--- src/rtl/synth_pkg.sv ---
// Shared types and constants for the PWM audio output path.
// Holds the sequencer state enum and the sample width.
package synth_pkg;

    localparam int SAMPLE_W = 12;

    localparam logic [SAMPLE_W-1:0] COUNT_MAX = '1;

    typedef enum logic [1:0] {
        IDLE = 2'd0,
        RUN  = 2'd1,
        STOP = 2'd2
    } state_t;

endpackage

--- src/rtl/pwm_prescaler.sv ---
// Tick generator: one-clk tick every PRESCALE clk cycles.
// Ports: clk, n_rst (async low), clear (restart count), tick.
module pwm_prescaler #(
    parameter int PRESCALE = 1
) (
    input  logic clk,
    input  logic n_rst,
    input  logic clear,
    output logic tick
);

    localparam logic [7:0] LAST = 8'(PRESCALE - 1);

    logic [7:0] r_cnt;

    // Tick is left ungated by clear: the period-wrap load
    // both consumes a tick and clears the counter.
    assign tick = (r_cnt == LAST);

    always_ff @(posedge clk or negedge n_rst) begin
        if (!n_rst) begin
            r_cnt <= 8'd0;
        end else if (clear || tick) begin
            r_cnt <= 8'd0;
        end else begin
            r_cnt <= r_cnt + 8'd1;
        end
    end

endmodule

--- src/rtl/pwm_audio_out.sv ---
// 12-bit PWM audio output with IDLE/RUN/STOP sequencing.
// Ports: clk, n_rst, en, mixed_sample in; pwm, sample_req, busy out.
module pwm_audio_out
    import synth_pkg::*;
#(
    parameter int PRESCALE = 1
) (
    input  logic                clk,
    input  logic                n_rst,
    input  logic                en,
    input  logic [SAMPLE_W-1:0] mixed_sample,
    output logic                pwm,
    output logic                sample_req,
    output logic                busy
);

    state_t              r_state;
    state_t              w_next;
    logic [SAMPLE_W-1:0] r_count;
    logic [SAMPLE_W-1:0] r_duty;
    logic [SAMPLE_W-1:0] w_count_nxt;
    logic [SAMPLE_W-1:0] w_duty_nxt;
    logic                r_pwm;
    logic                r_sreq;
    logic                w_tick;
    logic                w_last;
    logic                w_load;
    logic                w_clear;
    logic                w_pwm_nxt;

    pwm_prescaler #(
        .PRESCALE (PRESCALE)
    ) u_pre (
        .clk   (clk),
        .n_rst (n_rst),
        .clear (w_clear),
        .tick  (w_tick)
    );

    assign w_last = w_tick && (r_count == COUNT_MAX);

    // State register
    always_ff @(posedge clk or negedge n_rst) begin
        if (!n_rst) begin
            r_state <= IDLE;
        end else begin
            r_state <= w_next;
        end
    end

    // Next-state logic
    always_comb begin
        w_next = r_state;
        unique case (r_state)
            IDLE: begin
                if (en) w_next = RUN;
            end
            RUN: begin
                if (w_last) begin
                    w_next = en ? RUN : IDLE;
                end else if (!en) begin
                    w_next = STOP;
                end
            end
            STOP: begin
                if (w_last) w_next = IDLE;
            end
            default: w_next = IDLE;
        endcase
    end

    // Output / datapath control
    always_comb begin
        w_load  = ((r_state == IDLE) && en) ||
                  ((r_state == RUN) && w_last && en);
        w_clear = (r_state == IDLE) || w_load;
        busy    = (r_state != IDLE);

        if (w_load || (w_next == IDLE)) begin
            w_count_nxt = '0;
        end else if (w_tick) begin
            w_count_nxt = r_count + 12'd1;
        end else begin
            w_count_nxt = r_count;
        end

        w_duty_nxt = w_load ? mixed_sample : r_duty;

        // pwm is computed for the coming cycle so the flop
        // output equals (count < duty) in that same cycle.
        w_pwm_nxt = (w_next != IDLE) && (w_count_nxt < w_duty_nxt);
    end

    always_ff @(posedge clk or negedge n_rst) begin
        if (!n_rst) begin
            r_count <= '0;
            r_duty  <= '0;
            r_pwm   <= 1'b0;
            r_sreq  <= 1'b0;
        end else begin
            r_count <= w_count_nxt;
            r_duty  <= w_duty_nxt;
            r_pwm   <= w_pwm_nxt;
            r_sreq  <= w_load;
        end
    end

    assign pwm        = r_pwm;
    assign sample_req = r_sreq;

endmodule

--- config.mk ---
export PLATFORM = sky130hd
export DESIGN_NAME = pwm_audio_out
export DESIGN_NICKNAME = d
export VERILOG_FILES = /design/src/rtl/synth_pkg.sv /design/src/rtl/pwm_prescaler.sv /design/src/rtl/pwm_audio_out.sv
export SDC_FILE = /design/constraint.sdc
export NUM_CORES = 1
export LEC_CHECK = 0
export ABC_AREA = 1
export CAP_MARGIN = 20
export CORE_MARGIN = 5
export CORE_UTILIZATION = 50
export DETAILED_ROUTE_END_ITERATION = 8
export MAX_ROUTING_LAYER = met4
export PLACE_DENSITY = 0.74
export SYNTH_ARGS = -nofsm -noshare
export SYNTH_HDL_FRONTEND = slang
export SYNTH_SLANG_ARGS = --single-unit
export TNS_END_PERCENT = 10
--- constraint.sdc ---
create_clock -name clk -period 4.3 [get_ports clk]
set_clock_uncertainty 0.1 [all_clocks]
set_input_delay 0.86 -clock clk [delete_from_list [all_inputs] [get_ports clk]]
set_output_delay 0.86 -clock clk [all_outputs]
set_load 0.02 [all_outputs]
## After elaboration in Yosys (flattened, before gate mapping)

Index checks and enable logic that the tools add are counted.

- Input bits: 15
- Logic and storage cells: 36
- Register bits: 36

- Magnitude comparators: 1
- Reductions and logical operators: 14
- Eq/ne operators: 3
- Muxes and demuxes: 10
- $add $sub $neg: 2

Operators by type and width:

| operator | count |
|---|---|
| 2-to-1 mux 12 bit | 3 |
| adder 12 x 1 -> 12 bit, second input constant | 1 |
| == test 12 bit, second input constant | 1 |
| < comparator 12 bit | 1 |
| adder 8 x 1 -> 8 bit, second input constant | 1 |
| logical NOT 8 bit | 1 |
| 2-to-1 mux 2 bit | 4 |
| 2-to-1 mux 8 bit | 1 |
| one-hot mux 2 bit (3 select lines) | 1 |
| logical AND 1 bit | 5 |
| logical NOT 2 bit | 2 |
| logical OR 1 bit | 4 |
| nonzero test 2 bit | 2 |
| == test 2 x 1 -> 1 bit, second input constant | 1 |
| == test 2 bit, second input constant | 1 |
| 2-to-1 mux 1 bit | 1 |

## Logic depth before layout (Yosys ltp)

Gate-level depths: netlist (run 1).

- Depth after elaboration: 9
- Mapped depth: 20
- Depth with buffers taken out: 19

## Hierarchy

From an unflattened synthesis (run 1), not the netlist that was laid out.

- Cell total of the unflattened synthesis: 230
- Area total of the unflattened synthesis: 2,023.2 um2

Modules (own cells, without submodules):

| module | area an instance (um2) | cells an instance | times used | sequential area each (um2) |
|---|---|---|---|---|
| pwm_audio_out | 1,559.0 | 172 | 1 | 700.7 |
| pwm_prescaler | 464.2 | 58 | 1 | 200.2 |

## Least setup slack after synthesis (run 1)

Ideal clock, no wire load.

- Path kind: input -> register
- From: input en
- To: register r_pwm, in the netlist pwm
- Library setup time: 0.077 ns
- Setup slack: 1.484 ns
- Buffers on the path: 1
- Data arrival time: 2.639 ns
- Stages on the path: 16
- Data required time: 4.123 ns
- Path through: inv_1 -> nor2_1 -> nand4_1 -> nand2_1 -> inv_1 -> buf_2 -> o21ai_1 -> inv_1 -> ha_1 -> a21oi_1 -> nor2_1 -> a211oi_1 -> o21ai_0 -> nor3_1 -> o21ai_0 -> a21oi_1

- Longest elaborated chain between the ends: 8
- Elaborated cells on any way between the ends: 15
- Those cells by class: order compare: 1; mux: 7; reduce/logical: 7

RTL lines:

| what | line | source |
|---|---|---|
| start, declared | pwm_audio_out.sv:10 | `input logic en,` |
| 2-to-1 mux 2 bit or 2-to-1 mux 1 bit (tied branches) | pwm_audio_out.sv:61, pwm_audio_out.sv:60 |  |
| 2-to-1 mux 2 bit | pwm_audio_out.sv:59 | `if (w_last) begin` |
| one-hot mux 2 bit (3 select lines) (*) | pwm_audio_out.sv:54 | `unique case (r_state)` |
| named net w_next[0] | pwm_audio_out.sv:18 | `state_t w_next;` |
| logical NOT 2 bit | pwm_audio_out.sv:79 | `if (w_load \|\| (w_next == IDLE)) begin` |
| logical OR 1 bit | pwm_audio_out.sv:79 |  |
| 2-to-1 mux 12 bit | pwm_audio_out.sv:79 |  |
| < comparator 12 bit | pwm_audio_out.sv:91 | `w_pwm_nxt = (w_next != IDLE) && (w_count_nxt < w_duty_nxt);` |
| logical AND 1 bit (*) | pwm_audio_out.sv:91 |  |
| named net w_pwm_nxt | pwm_audio_out.sv:29 | `logic w_pwm_nxt;` |
| end signal, assigned | pwm_audio_out.sv:103 | `r_pwm <= w_pwm_nxt;` |
| end, declared | pwm_audio_out.sv:23 | `logic r_pwm;` |

Mark *: on every way through the listed nets, which the timed path passes. The rest lies on a longest branch.

## Worst setup path in the final report (run 1)

Ends and elaborated chain as after synthesis.

==> results of run 1 <==
==> through the flow <==
step | worst slack, ns | area (µm²) | utilization (%) | hold slack [ns] | total power, mW
floorplan | 1.48 | 1980 | - | 0.332 | 0.720
CTS | 0.741 | 2280 | 60.8 | 0.370 | 1.05
global route | 0.490 | 2280 | 60.8 | 0.414 | 1.11
detailed placement | 0.465 | 2210 | 59.0 | 0.368 | 0.832
global placement | 0.580 | 2210 | 59.0 | 0.360 | 0.821
finish | 0.768 | 2280 | 60.8 | 0.366 | 1.04
==> critical path, cell delays in order <==
cell,delay (ns)
clkdlybuf4s50_1,0.48
inv_1,0.05
nor2_1,0.21
nand4_1,0.15
nand2_1,0.26
inv_1,0.27
o21ai_1,0.23
inv_1,0.07
ha_1,0.29
a21oi_1,0.14
nor2_1,0.05
a211oi_1,0.15
o21ai_0,0.10
nor3_1,0.11
o21ai_0,0.10
a21oi_1,0.12
==> cells by family after synthesis <==
kind of cell    count (synthesis)  synth area share [%]
fa+ha+maj                      14                  8.84
simple gates                   98                  25.5
buf+inv                        43                  8.28
compound gates                 35                  9.67
flops                          36                  45.5
xor+xnor                        5                  2.21
==> layout by cell type, fill, tap and decap left out, drive strengths merged <==
cell / instances
dfrtp: 36
o21a: 1
nand4: 5
nand2: 38
clkdlybuf4s50: 17
nor3: 8
clkbuf: 5
xnor2: 1
xor2: 4
o21ai: 20
nor4: 2
ha: 14
a21oi: 13
nand3: 6
a211oi: 1
or2: 10
nor2: 24
inv: 41
and2: 1
buf: 1
nor3b: 4
==> registers in the layout (all words and copies together), names as in the netlist <==
| name | flops |
|---|---|
| r_count | 12 |
| pwm | 1 |
| u_pre.r_cnt | 8 |
| sample_req | 1 |
| r_state | 2 |
| r_duty | 12 |
==> cell type report <==
cell class,count,area [µm²]
Clock buffer,5,68.8
Fill cell,341,1470
Inverter,41,154
Multi-Input combinational cell,152,916
Sequential cell,36,901
Tap cell,48,60.1
Timing Repair Buffer,18,178
==> per-layer routing <==
layer  global-route usage [%]  part of all wire (%)  vias to the layer above
met1                     21.3                    49                      709
li1                         -                     -                      787
met4                     5.53                   1.8                        0
met3                     4.13                   3.9                        7
met2                     24.3                    45                       25
met5                        -                     0                        -
==> final timing paths <==
check	from	end	slack, ns	cells past startpoint
worst max-delay path	en	pwm	0.77	16
worst min-delay path	u_pre.r_cnt[0]	u_pre.r_cnt[0]	0.37	1
worst max register to register	u_pre.r_cnt[0]	pwm	1.08	17
worst min register to register	u_pre.r_cnt[0]	u_pre.r_cnt[0]	0.37	1
max in group asynchronous	n_rst	r_count[9]	2.89	2
min in group asynchronous	n_rst	u_pre.r_cnt[3]	0.89	2
==> power by group through the flow <==
stage	Combinational (mW)	Sequential (mW)	Clock (mW)
global route	0.432	0.454	0.228
detailed placement	0.380	0.452	0
finish	0.380	0.447	0.209
CTS	0.384	0.446	0.215
global placement	0.369	0.451	0
floorplan	0.266	0.453	0
==> out/results.ini, run 1 <==
[clock_network]
htree_num_levels=2
cts_buffers=5
root_buffer=clkbuf_8
cts_resized=0
cts_tree=built
cts.clk_slew.worst_paths_ns=0.07
cts_sinks=36
cts_setup_buffers=0
cts_buffer_depth=2
insertion_delay_ns=0.29
ctsHoldBuffers=0

[flow_run]
drv_cap=0

[power]
internal-power_uw=675
p_sw_uw=361
clkPwrFrac_pct=20.2
pwr-share-comb_pct=36.7
vdd_drop_max_v=0.000254
leakagePower_nw=1.09
power_density_nw_per_um2=455
p_sw_share_pct=34.8
power_frac_seq_pct=43.1

[drt]
drc_errors=0
routedWlPerCell_um=12.8
vias=1528
wl_mm=3.83
via_per_inst=5.09
drtIter0Drc=64
dr.pass1.iters=5
ant_nets=0

[placement]
place_hpwl_mm=2.92
dp_cells=295
gp_congestion=0.784
io_buffers=17

[timing]
relSlewSlack_pct=69.8
tightest_slew_ns=0.454
hold_viol_final=0
drv_slew=0
fin_crit_ns=3.53
fmax_ghz=0.283
finalSetupViolations=0
period_share_pct=82.1
rsz0062_at_grt=no
setup_tns_ns=0

[setup_path]
worstSetupPathType=input port to flip-flop
end_kind=flip-flop
worst_ep_required_time_ns=4.41
start_kind=input port
cp.arrival_ns=3.64
cp_max_fo=12

[layout]
final_layout_size_suffix_gt1_share_pct=13.5
layout.cells.non_filler=300
nets=283
insertedDiodeCount=0
synthToLayoutAreaGrowth_pct=15.0

[hold_path]
min_path_type=flip-flop to flip-flop

[synthesis]
avgSynthCellArea_um2=8.57
synth_fp_nets=260
async_reset_ff_share_pct=100
synth_top_area_cell=dfrtp_1
ys_types=30
ys.flop_type=dfrtp_1
yosys_warnings=0
synth_top_area_share_pct=45.5
synth-seq-cells=36
synth_area_leaders=dfrtp_1 45%, ha_1 8.8%, nand2_1 6.8%
syn_area_um2=1980
syn_inst=231
synth-edff-count=0
seq_area_frac_synth_pct=45.5
ys_top_cells_by_count=36 x dfrtp_1, 36 x nand2_1, 35 x inv_1, 20 x nor2_1, 14 x ha_1

[floorplan]
coreArea_um2=3740
dieArea_um2=5320
num_rows=22
pin_count=18
initial_core_util_pct=52.9
die_h_um=72.9
fp.dieW_um=72.9

[grt]
grt_pass1_vias=1440
overflow=0
grt_pass1_wl_mm=6.42
track_usage_pct=16.2
antenna_found_initial=0
grt_max_degree=37

[outcome]
status=finished clean

(Power assumes the default switching activity.)
==> run 2: changes to the inputs <==
PLACE_DENSITY = 0.77   (was 0.74)
clock period = 3.12 ns   (was 4.3 ns; I/O delays follow)
==> out/results.ini, run 2 (synthesis gave the netlist of run 1 again) <==
[outcome]
status=finished clean

[floorplan]
initial_core_util_pct=52.9  ; unchanged
num_rows=22  ; unchanged
pin_count=18  ; unchanged
die_h_um=72.9  ; unchanged
dieArea_um2=5320  ; unchanged
coreArea_um2=3740  ; unchanged
fp.dieW_um=72.9  ; unchanged

[setup_path]
end_kind=flip-flop
cp_max_fo=4  ; -8
worst_ep_required_time_ns=3.24  ; -1.17 ns
start_kind=flip-flop
worstSetupPathType=flip-flop to flip-flop
cp.arrival_ns=2.98  ; -0.66 ns
r2r_cells=18  ; +1

[layout]
final_layout_size_suffix_gt1_share_pct=25.1  ; +12 points
synthToLayoutAreaGrowth_pct=27.2
insertedDiodeCount=0  ; unchanged
layout_commonest_cell=dfrtp_1
layout_common_cells=36 x dfrtp_1, 33 x nand2_1, 32 x inv_1
top_regs=r_count x12, r_duty x12, u_pre.r_cnt x8
nets=291  ; +2.8%

[clock_network]
cts_buffers=5  ; unchanged
insertion_delay_ns=0.29  ; about the same
cts.clk_slew.worst_paths_ns=0.08  ; about the same
cts_buffer_depth=2  ; unchanged
root_buffer=clkbuf_8
cts_tree=built
cts_sinks=36  ; unchanged
htree_num_levels=2  ; unchanged

[timing]
fin_ws_ns=0.260  ; -0.508 ns
tightest_slew_ns=0.453  ; -0.000663 ns
hold_viol_final=0  ; unchanged
fmax_ghz=0.350
finalSetupViolations=0  ; unchanged
period_share_pct=91.7
setup_tns_ns=0  ; unchanged
relSlewSlack_pct=69.8  ; about the same
fin_crit_ns=2.86
drv_slew=0  ; unchanged
hold_ws_ns=0.419  ; +0.0529 ns

[grt]
overflow=0  ; unchanged
grt_pass1_vias=1415  ; -1.7%
track_usage_pct=16.6  ; +0.38 points
grt_pass1_wl_mm=6.51  ; +1.4%
antenna_found_initial=0  ; unchanged
grt_max_degree=37  ; unchanged

[power]
power_density_nw_per_um2=705  ; +55%
vdd_drop_max_v=0.000463  ; +82%
leakagePower_nw=1.18  ; +7.8%

[placement]
io_buffers=17  ; unchanged
place_hpwl_mm=2.84  ; -2.7%
gp_congestion=0.795  ; +1.4%
place_ws_ns=-0.0745  ; -0.540 ns

[flow_run]
drv_cap=0  ; unchanged

[drt]
drtIter0Drc=72  ; +13%
via_per_inst=4.97  ; -2.4%
wl_mm=3.96  ; +3.4%
dr.pass1.iters=4  ; -1
ant_nets=0  ; unchanged
routedWlPerCell_um=12.7  ; -0.27%
drc_errors=0  ; unchanged
vias=1546  ; +1.2%

[hold_path]
min_path_type=flip-flop to flip-flop
hold_depth=2  ; +1

-- run 2: cell type report --
class	instances	area [µm²]
multi-input cells	152	1010
fillers	306	1220
inverters	41	154
clock inverters	3	90.1
well taps	48	60.1
flip-flops and latches	36	901
clock buffers	5	68.8
repair buffers	26	238
-- run 2: timing repair --
item	in CTS	in global routing
gates resized for setup	0	28
hold buffers	0	0
buffers inserted	0	4
endpoints found under the setup margin	0	1
-- run 2: critical path, stage by stage, from the launching register on --
cell and delay (ns):
dfrtp_1 0.40, inv_1 0.09, ha_2 0.21, nand2_1 0.06
nor2_1 0.12, nand2_2 0.11, nor2_4 0.16, nand3_4 0.10
nor2_4 0.14, o21ai_0 0.08, a21oi_1 0.20, ha_1 0.26
nand2_1 0.08, nor2_1 0.06, a211oi_2 0.16, o21ai_1 0.09
nor3_2 0.16, o21ai_1 0.07, a21oi_1 0.13
-- run 2: per-layer routing --
metal	GRT usage (%)	vias up	part of all wire, %
li1	-	808	-
met1	23.2	694	48
met2	23.7	40	45
met3	2.48	4	5.7
met4	7.38	0	1.2
met5	-	-	0
-- run 2: final timing paths --
kind / slack (ns) / end / startpoint
worst max-delay path: 0.26 / pwm / u_pre.r_cnt[0]
worst min-delay path: 0.42 / r_duty[5] / r_duty[5]
worst max register to register: 0.26 / pwm / u_pre.r_cnt[0]
worst min register to register: 0.42 / r_duty[5] / r_duty[5]
max in group asynchronous: 1.94 / r_state[1] / n_rst
min in group asynchronous: 0.66 / r_duty[0] / n_rst
-- run 2: stage by stage --
| stage | util (%) | power, mW | cell area [µm²] | cells |
|---|---|---|---|---|
| 2_1_floorplan | - | 0.992 | 1980 | 231 |
| 3_3_place_gp | 59.8 | 1.15 | 2240 | 299 |
| 3_5_place_dp | 59.8 | 1.16 | 2240 | 299 |
| 4_1_cts | 64.0 | 1.74 | 2400 | 307 |
| 5_1_grt | 67.3 | 1.90 | 2520 | 311 |
| 6_report | 67.3 | 1.78 | 2520 | 311 |
-- run 2: where the power goes --
part	internal [mW]	switching, mW
combinational	0.246	0.339
clock	0.400	0.169
sequential	0.573	0.0504
total	1.22	0.558
